File: config.mk
export PLATFORM = sky130hd
export DESIGN_NAME = counter_ctl
export DESIGN_NICKNAME = d
export VERILOG_FILES = /design/src/rtl/counter_ctl_pkg.sv /design/src/rtl/counter_ctl_next.sv /design/src/rtl/counter_ctl.sv
export SDC_FILE = /design/constraint.sdc
export NUM_CORES = 1
export LEC_CHECK = 0
export CELL_PAD_IN_SITES_DETAIL_PLACEMENT = 1
export CELL_PAD_IN_SITES_GLOBAL_PLACEMENT = 1
export CORE_MARGIN = 2
export CORE_UTILIZATION = 35
export DETAILED_ROUTE_END_ITERATION = 7
export PLACE_DENSITY_LB_ADDON = 0.1
export SYNTH_ARGS = -nofsm -noshare
export SYNTH_HDL_FRONTEND = slang
export SYNTH_SLANG_ARGS = --single-unit
File: constraint.sdc
create_clock -name clk -period 8.3 [get_ports clk]
set_input_delay 1.66 -clock clk [delete_from_list [all_inputs] [get_ports clk]]
set_output_delay 1.66 -clock clk [all_outputs]
set_load 0.01 [all_outputs]
File: src/rtl/counter_ctl_pkg.sv
// Shared types and widths for the configurable debug counter.
package counter_ctl_pkg;

  localparam int unsigned MODE_W = 2;

  // Count rule selected by the mode input
  typedef enum logic [MODE_W-1:0] {
    FREE    = 2'd0,
    MOD     = 2'd1,
    SAT     = 2'd2,
    ONESHOT = 2'd3
  } mode_t;

endpackage

File: src/rtl/counter_ctl_next.sv
// Combinational next-count calculator: applies one step under the selected mode.
module counter_ctl_next
  import counter_ctl_pkg::*;
#(
  parameter int unsigned WIDTH  = 32,
  parameter int unsigned STEP_W = 8
) (
  input  logic [WIDTH-1:0]  q,
  input  logic [STEP_W-1:0] step,
  input  logic [WIDTH-1:0]  limit,
  input  logic              up,
  input  mode_t             mode,
  output logic [WIDTH-1:0]  q_next_c,
  output logic              wrap_c,
  output logic              at_bound_c
);

  // One extra bit so the carry/borrow of the step is visible
  localparam int unsigned EXT_W = WIDTH + 1;

  logic [EXT_W-1:0] q_ext;
  logic [EXT_W-1:0] step_ext;
  logic [EXT_W-1:0] lim_ext;
  logic [EXT_W-1:0] sum;
  logic [EXT_W-1:0] diff;
  logic             step_zero;
  logic             sat_hit;
  logic [WIDTH-1:0] sat_q;
  logic [WIDTH-1:0] bound;

  assign q_ext     = EXT_W'(q);
  assign step_ext  = EXT_W'(step);
  assign lim_ext   = EXT_W'(limit);
  assign sum       = q_ext + step_ext;
  assign diff      = q_ext - step_ext;
  assign step_zero = (step == '0);

  // Saturating result shared by SAT and ONESHOT; bound is limit going up, 0 going down
  always_comb begin
    sat_hit = 1'b0;
    sat_q   = q;
    bound   = '0;
    if (up) begin
      bound   = limit;
      sat_hit = (sum >= lim_ext);
      sat_q   = sat_hit ? limit : sum[WIDTH-1:0];
    end else begin
      bound   = '0;
      sat_hit = (q_ext <= step_ext);
      sat_q   = sat_hit ? '0 : diff[WIDTH-1:0];
    end
  end

  // Mode rules; a zero step always holds with no terminal count
  always_comb begin
    q_next_c   = q;
    wrap_c     = 1'b0;
    at_bound_c = 1'b0;
    if (!step_zero) begin
      case (mode)
        FREE: begin
          if (up) begin
            q_next_c = sum[WIDTH-1:0];
            wrap_c   = sum[WIDTH];
          end else begin
            q_next_c = diff[WIDTH-1:0];
            wrap_c   = diff[WIDTH];
          end
        end
        MOD: begin
          if (up) begin
            if (sum > lim_ext) begin
              q_next_c = '0;
              wrap_c   = 1'b1;
            end else begin
              q_next_c = sum[WIDTH-1:0];
            end
          end else begin
            if (diff[WIDTH]) begin
              q_next_c = limit;
              wrap_c   = 1'b1;
            end else begin
              q_next_c = diff[WIDTH-1:0];
            end
          end
        end
        SAT: begin
          // Pulse only on first arrival, not while parked at the bound
          q_next_c   = sat_q;
          at_bound_c = sat_hit && (q != bound);
        end
        ONESHOT: begin
          // Any arrival at the bound ends the run, even if already sitting there
          q_next_c   = sat_q;
          at_bound_c = sat_hit;
        end
      endcase
    end
  end

endmodule

File: src/rtl/counter_ctl.sv
// General-purpose debug counter: registers, command priority and sticky status flags.
module counter_ctl
  import counter_ctl_pkg::*;
#(
  parameter int unsigned WIDTH  = 32,
  parameter int unsigned STEP_W = 8
) (
  input  logic              clk,
  input  logic              resetn,
  input  logic              ce,
  input  logic              sclr,
  input  logic              up,
  input  logic              load,
  input  logic [WIDTH-1:0]  l,
  input  logic [STEP_W-1:0] step,
  input  logic [WIDTH-1:0]  limit,
  input  logic [MODE_W-1:0] mode,
  output logic [WIDTH-1:0]  q,
  output logic              tc,
  output logic              ovf,
  output logic              done
);

  mode_t            mode_e;
  logic [WIDTH-1:0] step_q;
  logic             step_wrap;
  logic             step_bound;

  logic [WIDTH-1:0] q_d;
  logic             tc_d;
  logic             ovf_d;
  logic             done_d;

  assign mode_e = mode_t'(mode);

  counter_ctl_next #(
    .WIDTH  (WIDTH),
    .STEP_W (STEP_W)
  ) u_next (
    .q          (q),
    .step       (step),
    .limit      (limit),
    .up         (up),
    .mode       (mode_e),
    .q_next_c   (step_q),
    .wrap_c     (step_wrap),
    .at_bound_c (step_bound)
  );

  // Next register values: sclr > load > ce > hold; tc defaults low so it is a single-cycle pulse
  always_comb begin
    q_d    = q;
    tc_d   = 1'b0;
    ovf_d  = ovf;
    done_d = done;
    if (sclr) begin
      q_d    = '0;
      ovf_d  = 1'b0;
      done_d = 1'b0;
    end else if (load) begin
      q_d    = l;
      done_d = 1'b0;
    end else if (ce && !done) begin
      q_d    = step_q;
      tc_d   = step_wrap || step_bound;
      ovf_d  = ovf || step_wrap;
      done_d = (mode_e == ONESHOT) && step_bound;
    end
  end

  // State registers with synchronous active-low reset
  always_ff @(posedge clk) begin
    if (!resetn) begin
      q    <= '0;
      tc   <= 1'b0;
      ovf  <= 1'b0;
      done <= 1'b0;
    end else begin
      q    <= q_d;
      tc   <= tc_d;
      ovf  <= ovf_d;
      done <= done_d;
    end
  end

endmodule
==> results.py <==
metrics = {
    "clocking": {
        "cts_htree_levels": 2,
        "cts_setup_buffers": 0,
        "cts_buffers": 5,
        "tritoncts": "done",
        "clock_sink_count": 35,
        "cts-resized-gates": 0,
        "cts-hold-fix-buffers": 0,
        "worstSkewPairLatency_ps": 310,
        "cts_root_buf": "clkbuf_16",
        "clock_path_buffers": 2,
        "path_clk_slew_ps": 60,
    },
    "detailed_routing": {
        "postRouteAntennaNets": 0,
        "number_of_design_rule_violations_left_by_the_first_detailed_router_iteration": 760,
        "routed_wl_mm": 33.7,
        "wire_per_inst_um": 28.7,
        "vias": 7811,
        "vias_per_cell": 6.66,
        "drtPass1Iterations": 5,
        "remaining_drc_errors": 0,
    },
    "grt": {
        "grt_first_pass_wirelength_mm": 50.0,
        "grt_remaining_overflow": 0,
        "grt_usage_pct": 36.7,
        "grt_max_degree": 63,
        "initial_antenna_violation_count": 0,
        "vias_in_the_first_global_route": 7837,
    },
    "critical_path": {
        "worst_r2r_path_depth": 17,
        "startpoint_type": "input port",
        "crit_required_ps": 8510,
        "worst_ep_arrival_time_ps": 7500,
        "worstPathMaxFanout": 10,
        "timing.reg2reg.setup_slack_ps": 2390,
        "setup.worst_path.class": "input port to flip-flop",
        "worst_setup_path_end_kind": "flip-flop",
    },
    "synth": {
        "ys_top_cells_by_area": "dfxtp_1, ha_1, nand2_1",
        "synthesis.nets": 1007,
        "synth.area.mux_share_pct": 1.25,
        "synthXorXnorAreaFrac_pct": 7.85,
        "synth-seq-cells": 35,
        "edff_count_synth": 0,
        "synth_top_area_share_pct": 11.6,
        "ys_async_sr_fraction_pct": 0,
        "synth_ff_type": "dfxtp_1",
        "synth-simple-area-share_pct": 29.1,
        "postSynthAreaPerCell_um2": 6.87,
        "ys_types": 78,
        "largest_family_of_logic_cells_by_synthesized_area": "compound AO/OA/AOI/OAI gates",
        "syn-instance-count": 877,
        "syn_area_um2": 6030,
        "synth_compound_gate_area_share_pct": 31.7,
        "synth_top_area_cell": "dfxtp_1",
        "synthAdderAreaFrac_pct": 10.6,
        "synth-seq-area-share_pct": 11.6,
        "yosysWarnings": 0,
    },
    "layout": {
        "design.final.nets": 1081,
        "multi_input_comb_area_um2": 4870,
        "layout_common_cells": "clkdlybuf4s50_1, nand2_1, o21ai_0, inv_1, nor3_1",
        "mostFrequentLayoutCell": "clkdlybuf4s50_1",
        "register_area_um2": 701,
        "areaGrowthSynthToFinish_pct": 24.3,
        "fillerInstances": 2130,
        "final_layout_size_suffix_gt1_share_pct": 4.83,
    },
    "timing": {
        "sum_neg_setup_slack_ps": 0,
        "timing.final.crit_share_pct": 87.8,
        "grt_setup_unrepaired": "no",
        "timing.hold.ws_ps": 489,
        "relSlewSlack_pct": 16.0,
        "slew_viol_final": 0,
        "fmaxAchievable_mhz": 137,
        "timing.final.crit_period_ps": 7280,
        "final-hold-violation-count": 0,
        "worst_max_slew_pin_slew_ps": 1250,
        "finClkSkew_ps": 12.6,
        "setup-violations-final": 0,
    },
    "power": {
        "power.share.clock_pct": 27.2,
        "ir_worst_vdd_mv": 0.0708,
        "power.internal_mw": 0.500,
        "share_seq_of_total_power_pct": 23.3,
        "net_switching_power_mw": 0.384,
        "p_sw_share_pct": 43.4,
        "cellPowerDensity_nw_per_um2": 118,
        "power.leakage_nw": 2.90,
        "comb_power_share_pct": 49.5,
        "power_mw": 0.884,
    },
    "floorplanning": {
        "chipWidth_um": 135,
        "initial_core_util_pct": 36.1,
        "io-pin-count": 115,
        "die_height_um": 135,
        "fp.dieArea_um2": 18300,
        "row_count": 47,
        "coreArea_um2": 16700,
    },
    "run_status": {
        "outcome": "complete, no violations",
    },
    "worst_hold_path": {
        "holdPathStages": 2,
        "hold_class": "flip-flop to flip-flop",
    },
    "place": {
        "place_congestion": 1.02,
        "detailed_place_hpwl_mm": 25.7,
        "io_buffers": 114,
    },
    "run": {
        "timing.max_cap.violations": 0,
    },
}
[sequential cells by signal, indices dropped and copies added, names as in the netlist]
register,cells
ovf,1
q,32
done,1
tc,1
[power by group through the flow]
stage | Combinational [mW] | Sequential [mW] | Clock, mW
floorplan | 0.257 | 0.193 | 0
global placement | 0.412 | 0.208 | 0
detailed placement | 0.422 | 0.208 | 0
CTS | 0.425 | 0.205 | 0.244
global route | 0.467 | 0.207 | 0.247
finish | 0.437 | 0.206 | 0.241
[critical path: stages]
cell and delay (ps):
clkdlybuf4s50_1 510, inv_1 70, ha_1 440, nor2b_1 190
o221ai_1 320, a211o_1 470, nor2_1 460, nand2_1 130
xnor2_1 280, ha_1 320, nand4_1 240, nor3_1 130
a221oi_1 370, o211a_1 290, nand3_1 270, a21oi_2 630
buf_4 330, a221oi_1 110, a211oi_1 260
[path summary, 6_finish.rpt]
path / start / to
min: ovf / ovf
max: step[2] / q[9]
min reg2reg: ovf / ovf
max reg2reg: q[4] / q[9]
[routing by layer]
metal | global-route usage [%] | part of all wire, % | wire [um]
met1 | 50.6 | 44 | 14700
met2 | 56.9 | 44 | 14800
met5 | 0 | 0 | 0
met3 | 5.95 | 8.3 | 2810
met4 | 15.0 | 4.0 | 1340
[logic make-up (layout without fill, tap and decap cells)]
logic type / Yosys count / count (layout)
and+or+nand+nor: 332 / 332
muxes: 7 / 7
buffers and inverters: 121 / 196
AOI/OAI and AO/OA: 278 / 278
xor gates and xnor gates: 54 / 54
adders and majority gates: 50 / 50
DFF: 35 / 35
other: 0 / 1
[per-stage QoR]
step | setup slack [ps] | cells | area (um2) | utilization [%]
3_3_place_gp | 843 | 1164 | 7320 | 43.8
4_1_cts | 1010 | 1172 | 7490 | 44.9
3_5_place_dp | 744 | 1164 | 7320 | 43.8
6_report | 1020 | 1173 | 7490 | 44.9
2_1_floorplan | 2460 | 877 | 6030 | -
5_1_grt | 556 | 1172 | 7490 | 44.9
[area by class of cell]
| cell class | instances | share of cell area (%) |
|---|---|---|
| Multi-Input combinational cell | 721 | 65.0 |
| Timing Repair Buffer | 130 | 16.8 |
| Sequential cell | 35 | 9.35 |
| Tap cell | 220 | 3.67 |
| Inverter | 58 | 2.90 |
| Clock buffer | 6 | 1.85 |
| Clock inverter | 2 | 0.467 |
| Antenna cell | 1 | 0.0334 |
[synth_stat cells, types with 12 or more instances]
cell	instances
nand2_1	80
o21ai_0	57
inv_1	56
clkbuf_1	52
nor3_1	49
ha_1	48
nor2_1	48
a21oi_1	47
nand3_1	37
dfxtp_1	35
xnor2_1	32
a221oi_1	22
xor2_1	22
nor4_1	20
o22ai_1	16
or3_1	16
a211oi_1	15
a31oi_1	15
nand4_1	12
Note: power is estimated with default switching activity, not from simulation.
